$ cat config.mk
export PLATFORM = sky130hd
export DESIGN_NAME = fetch_unit_flat
export DESIGN_NICKNAME = d
export VERILOG_FILES = /design/src/rtl/fetch_if.sv /design/src/rtl/fetch_unit.sv /design/src/flat_wrapper.sv
export SDC_FILE = /design/constraint.sdc
export NUM_CORES = 1
export LEC_CHECK = 0
export CAP_MARGIN = 20
export CORE_UTILIZATION = 35
export CTS_CLUSTER_DIAMETER = 80
export DETAILED_ROUTE_END_ITERATION = 10
export DONT_BUFFER_PORTS = 1
export PLACE_DENSITY = 0.46
export RECOVER_POWER = 50
export SETUP_SLACK_MARGIN = 0.15
export SLEW_MARGIN = 20
export SYNTH_ARGS = -nofsm -noshare
export SYNTH_HDL_FRONTEND = slang
export SYNTH_SLANG_ARGS = --single-unit
$ cat constraint.sdc
create_clock -name clk -period 2.1 [get_ports clk]
set_input_delay 0.42 -clock clk [delete_from_list [all_inputs] [get_ports clk]]
set_output_delay 0.42 -clock clk [all_outputs]
set_load 0.02 [all_outputs]
$ cat src/rtl/fetch_if.sv
// fetch_if: fetch-stage bus bundle between fetch_unit and its imem / F-D / hazard neighbours
interface fetch_if;
  logic        stall_F;
  logic        branch_taken_E;
  logic [10:0] branch_target_E;
  logic [10:0] imem_addr;
  logic [15:0] imem_data;
  logic [15:0] instruction_F;
  logic [10:0] pc_F;
  logic        flush_F;
  logic        halted;
  logic [15:0] fetch_count;
  modport master(
    input  stall_F, branch_taken_E, branch_target_E, imem_data,
    output imem_addr, instruction_F, pc_F, flush_F, halted, fetch_count
  );
  modport slave(
    output stall_F, branch_taken_E, branch_target_E, imem_data,
    input  imem_addr, instruction_F, pc_F, flush_F, halted, fetch_count
  );
endinterface

$ cat src/rtl/fetch_unit.sv
// fetch_unit: MINI-RISC fetch stage owning the PC, boot/run/halt sequencing and a saturating issue counter
module fetch_unit #(
  parameter logic [10:0] RESET_PC    = 11'h000,
  parameter logic [4:0]  HALT_OPCODE = 5'b11111
) (
  input  logic  clk,
  input  logic  reset,
  fetch_if.master bus
);
  typedef enum logic [1:0] {BOOT, RUN, HALTED} state_t;
  state_t      r_state, w_state;
  logic [10:0] r_pc, w_pc;
  logic [15:0] r_cnt, w_cnt;
  logic        w_issue, w_hlt;
  always_ff @(posedge clk or posedge reset) begin
    if (reset) begin
      r_state <= BOOT;
      r_pc    <= RESET_PC;
      r_cnt   <= 16'h0000;
    end else begin
      r_state <= w_state;
      r_pc    <= w_pc;
      r_cnt   <= w_cnt;
    end
  end
  // a redirect outranks everything, including BOOT and a wrong-path HLT
  always_comb begin
    w_issue = r_state == RUN && !bus.stall_F && !bus.branch_taken_E;
    w_hlt   = bus.imem_data[15:11] == HALT_OPCODE;
    w_state = bus.branch_taken_E ? RUN :
              r_state == BOOT    ? RUN :
              w_issue && w_hlt   ? HALTED : r_state;
    w_pc    = bus.branch_taken_E ? bus.branch_target_E :
              w_issue && !w_hlt  ? r_pc + 11'd1 : r_pc;
    w_cnt   = w_issue && r_cnt != 16'hFFFF ? r_cnt + 16'd1 : r_cnt;
  end
  assign bus.imem_addr     = r_pc;
  assign bus.pc_F          = r_pc;
  assign bus.instruction_F = r_state == RUN ? bus.imem_data : 16'h0000;
  assign bus.flush_F       = bus.branch_taken_E;
  assign bus.halted        = r_state == HALTED;
  assign bus.fetch_count   = r_cnt;
endmodule

$ cat src/flat_wrapper.sv
// flat-port wrapper written by rule: the top's interface ports become plain ports
module fetch_unit_flat 
#(
  parameter logic [10:0] RESET_PC    = 11'h000,
  parameter logic [4:0]  HALT_OPCODE = 5'b11111
)
  (clk, reset, bus_stall_F, bus_branch_taken_E, bus_branch_target_E, bus_imem_data, bus_imem_addr, bus_instruction_F, bus_pc_F, bus_flush_F, bus_halted, bus_fetch_count);
  fetch_if bus_i ();
  input  logic clk;
  input  logic reset;
  input wire logic [$bits(bus_i.stall_F)-1:0] bus_stall_F;
  input wire logic [$bits(bus_i.branch_taken_E)-1:0] bus_branch_taken_E;
  input wire logic [$bits(bus_i.branch_target_E)-1:0] bus_branch_target_E;
  input wire logic [$bits(bus_i.imem_data)-1:0] bus_imem_data;
  output wire logic [$bits(bus_i.imem_addr)-1:0] bus_imem_addr;
  output wire logic [$bits(bus_i.instruction_F)-1:0] bus_instruction_F;
  output wire logic [$bits(bus_i.pc_F)-1:0] bus_pc_F;
  output wire logic [$bits(bus_i.flush_F)-1:0] bus_flush_F;
  output wire logic [$bits(bus_i.halted)-1:0] bus_halted;
  output wire logic [$bits(bus_i.fetch_count)-1:0] bus_fetch_count;
  assign bus_i.stall_F = bus_stall_F;
  assign bus_i.branch_taken_E = bus_branch_taken_E;
  assign bus_i.branch_target_E = bus_branch_target_E;
  assign bus_i.imem_data = bus_imem_data;
  assign bus_imem_addr = bus_i.imem_addr;
  assign bus_instruction_F = bus_i.instruction_F;
  assign bus_pc_F = bus_i.pc_F;
  assign bus_flush_F = bus_i.flush_F;
  assign bus_halted = bus_i.halted;
  assign bus_fetch_count = bus_i.fetch_count;
  fetch_unit #(.RESET_PC(RESET_PC), .HALT_OPCODE(HALT_OPCODE)) u_core (.clk(clk), .reset(reset), .bus(bus_i));
endmodule
[Word-level counts from Yosys, hierarchy flattened]
Index checks and enable logic that the tools add are counted.
Widths: inputs -> output; s select.
Word-level totals
  bits in registers: 29
  latch bits: 0
  bits in writable memories: 0
  ROM bits: 0
  input port bits: 31
  word-level logic and storage cells: 26
  memories: 0
Operators by class
  add/sub/neg operators: 2
  multipliers: 0
  div/mod/pow operators: 0
  order comparisons: 0
  equal/unequal tests: 4
  shifts and indexed selects: 0
  muxes and demuxes: 6
  bitwise logic cells: 0
  reductions and logical operators: 11
Operators by type and width (number)
  $mux 11: 2
  $add 16x1->16 const B: 1
  $mux 16: 1
  $ne 16x16->1 const B: 1
  $add 11x1->11 const B: 1
  $mux 2: 3
  $eq 5x5->1 const B: 1
  $logic_and 1x1->1: 5
  $logic_not 1->1: 3
  $reduce_bool 3->1: 1
  $eq 2x1->1 const B: 1
  $eq 2x2->1 const B: 1
  $logic_not 2->1: 1
  $reduce_bool 2->1: 1

[Logic depth before layout (Yosys ltp)]
  depth in word-level cells: 7
  mapped depth: 6
  mapped depth without buffers: 5

[Worst setup path before layout]
OpenSTA, ideal clock, no wires.
  path type: register -> register
  start: register u_core.r_cnt[0] (netlist: u_core.bus.fetch_count[0])
  end: register u_core.r_cnt[14] (netlist: u_core.bus.fetch_count[14])
  arrival time: 1.693 ns
  data required time: 1.975 ns
  path slack: 0.282 ns
  stages on the path, launching flop included: 7
  path buffers: 1
  period minus slack after synthesis: 1.818 ns
  cells stage by stage: dfrtp_1 ha_1 and3_1 buf_2 nand2_1 nor3_1 mux2_2
Between the ends
  longest elaborated chain between the ends: 2
  elaborated cells between the ends (all ways): 3
RTL lines
  start: declaration: line fetch_unit.sv:13  | logic [15:0] r_cnt, w_cnt;
  start signal: assignment: line fetch_unit.sv:23  | r_cnt <= w_cnt;
  parallel branches: the longest is 2 deep, another holds $add 16x1->16
Parallel ways; which one is timed is not known.
A chain may end at the register's enable or synchronous reset.

[Worst setup path in the final report]
  start: register u_core.r_state[1]
  end: register u_core.r_pc[5] (netlist: u_core.bus.imem_addr[5])
Between the ends
  longest elaborated chain between the ends: 5
RTL lines
  start: declaration: line fetch_unit.sv:11  | state_t r_state, w_state;
  start signal: assignment: line fetch_unit.sv:21  | r_state <= w_state;
  $eq 2x1->1: line fetch_unit.sv:28  | w_issue = r_state == RUN && !bus.stall_F && !bus.branch_taken_E;
  $logic_and 1x1->1 (2 in a row): line fetch_unit.sv:28
  $logic_and 1x1->1: line fetch_unit.sv:34  | w_issue && !w_hlt ? r_pc + 11'd1 : r_pc;
  $reduce_bool 2->1 (no line)
  end signal: assignment: line fetch_unit.sv:22  | r_pc <= w_pc;
  end: declaration: line fetch_unit.sv:12  | logic [10:0] r_pc, w_pc;
No other way between the ends.

==> key figures <==
Layout
  – Most frequent cells in the layout: 29 x dfrtp_1, 18 x and2_1, 16 x nand2_1
  – Ant diodes: 0
  – Post-layout util: 41.26%
  – Nets: 230
  – Fraction of final layout cells sized beyond drive strength 1: 15.15%
  – Most common cell after layout, fill and taps aside: dfrtp_1
  – Fill cells: 497
  – Layout area overhead: 10.43%

Power
  – Leak pwr: 0.8330 nW
  – Peak supply drop: 0.4266 mV
  – Power per cell area: 918.1 mW/mm^2
  – Power consumption: 1.837 mW

Timing
  – Max-slew headroom: -4.012%
  – Fmax achieved: 0.5601 GHz
  – Setup tns final: 0 ns
  – Layout Skew: 0.007315 ns
  – Period Utilization, post-route: 85.02%
  – Final setup margin: 0.3147 ns
  – Hold Fails Final Rpt: 0
  – Final slew viol count: 30
  – Worst-margin pin slew: 1.560 ns
  – Tightest hold margin: 0.2008 ns
  – RSZ-0062 raised after global routing: false
  – Final Setup Violations: 0
  – Crit path time final: 1.785 ns

Yosys
  – Net count after synthesis: 224
  – Sequential element share of the synthesized area: 40.06%
  – Top-area cell type share of the netlist area: 40.06%
  – Area leader, netlist: dfrtp_1
  – Async set or reset register ratio after synthesis: 100.0%
  – Synthesized area: 0.001812 mm^2
  – Number of synthesized register bits: 29
  – YS warnings: 0
  – Synth Instances: 191
  – Top_reg_cell synth: dfrtp_1
  – Top post-synthesis cells by area: dfrtp_1 40%, and2_1 6.2%, buf_4 5.0%
  – Post-synth EDFFs: 0
  – Synthesized area per cell: 9.486 um^2
  – Distinct cells, synth: 46

Status
  – Failing checks: max-capacitance violations, max-slew violations
  – Status: finished with violations

Global routing
  – Vias in the first global route: 1386
  – Total GRT Usage: 15.29%
  – Largest net degree at the start of global routing: 30
  – First-pass GRT wire length: 6.354 mm
  – Initial antenna violation count: 0
  – GRT Residual Overflow: 0

Setup path
  – Setup crit start kind: flop
  – Crit Path Category: reg2reg
  – Crit-path max FO: 7
  – Critical path, cell by cell: or3b_1, a211oi_4, a21oi_1, a311o_1
  – CP endpoint kind: flop
  – CP Data Required Time: 2.26 ns
  – Slowest CP cell: or3b_1
  – CP peak stage delay: 0.48 ns
  – Arrival time worst endpoint: 1.94 ns
  – Top delay family on crit path: compound AO/OA/AOI/OAI gates
  – Buf/Inv on CP: 0

CTS
  – Clk slew on worst S/H paths: 0.07 ns
  – Clk_lat worst skew: 0.28 ns
  – CTS Buffer Depth: 2
  – CTS Buf Count: 5
  – H-tree depth: 2
  – CTS tree: done
  – CTS Hold Bufs: 0
  – Root buffer cell: clkbuf_8
  – Total clock sinks: 29

Route
  – DRC Markers: 0
  – Via Count: 1380
  – Wire length per cell: 15.17 um
  – Routed vias/inst: 5.208
  – DR iter-0 viols: 52
  – Total Wirelength: 4.021 mm
  – First-pass detailed-route iteration total: 4
  – Post-DRT Antenna Nets: 0

Min path
  – HP Class: in2reg

Floorplan
  – # IOs: 87
  – Initial cell density of the core: 37.37%
  – Full die area: 0.005468 mm^2
  – Row count: 25
  – Die X: 73.95 um
  – Die Y: 73.95 um
  – CORE AREA: 0.004848 mm^2

Placed design
  – Final Wtd Congestion: 0.7162
  – Hpwl dp: 3.027 mm
  – DP Worst Slack: 0.2653 ns
  – Port Buf Inserts: 0

Run
  – Max cap viols: 1
==> final timing paths <==
path / start / to / slack, ns / depth (start not counted)
setup / recovery: u_core.r_state[1] / u_core.bus.imem_addr[5] / 0.31 / 4
hold / removal: bus_branch_taken_E / u_core.r_state[1] / 0.20 / 1
setup reg to reg: u_core.r_state[1] / u_core.bus.imem_addr[5] / 0.31 / 4
hold reg to reg: u_core.r_state[1] / u_core.r_state[1] / 0.63 / 2
max in group asynchronous: reset / u_core.bus.imem_addr[3] / 0.63 / 2
min in group asynchronous: reset / u_core.bus.fetch_count[7] / 0.56 / 2
==> cell type report <==
cell class,instances,area [um^2],share of cell area (%)
inverter,10,37.54,1.876
multi-input combinational,132,924.6,46.22
timing repair buffer,19,108.9,5.441
sequential,29,725.7,36.27
tap,67,83.83,4.190
clock buffer,6,82.58,4.128
clock inverter,2,37.54,1.876
==> Yosys cell counts, types with 3 or more instances <==
master / n
dfrtp_1: 29
and2_1: 18
nand2_1: 16
buf_4: 12
inv_1: 9
nor2_1: 8
xnor2_1: 8
xor2_1: 8
a21oi_1: 7
o21ai_0: 7
nor3_1: 6
a31oi_1: 5
nand3_1: 5
a211oi_1: 4
and3_1: 4
clkbuf_1: 4
a2111oi_2: 3
==> metrics by stage <==
stage	instance area, um^2	cells
after floorplan	1812	191
after global placement	1907	257
after detailed placement	1907	257
after CTS	2027	265
after global routing	2001	265
final	2001	265
==> registers in the layout (all words and copies together) (netlist names) <==
signal	count
u_core.r_state	2
u_core.bus.fetch_count	16
u_core.bus.imem_addr	11
==> metal layers <==
layer	up-vias	global-route usage, %	wire (um)
met1	666	16.68	1697
li1	663	-	-
met3	5	4.743	228
met4	0	5.128	32
met5	-	0	0
met2	46	27.98	2063
==> cell families after synthesis <==
kind of cell             share of synthesized area (%)
AO/OA/AOI/OAI                                    13.74
XOR/XNOR                                         7.735
adder cells (fa/ha/maj)                          1.381
buffers and inverters                            9.323
flip-flops                                       40.06
multiplexers                                     2.348
AND/OR/NAND/NOR                                  25.41
==> worst reg2reg max path, cell delays in order, from the launching register on <==
cell	delay (ns)
dfrtp_1	0.46
or3b_1	0.48
a211oi_4	0.30
a21oi_1	0.11
a311o_1	0.32
==> report_power, final <==
group	switching, mW	internal [mW]
clock network	0.226	0.386
logic	0.289	0.154
registers	0.140	0.642
total	0.655	1.18
==> timing repair <==
item,4_1_cts,5_1_grt
gates resized for setup,0,1
setup buffers,0,0
endpoints found under the setup margin,0,2
Note: power is estimated with default switching activity, not from simulation.
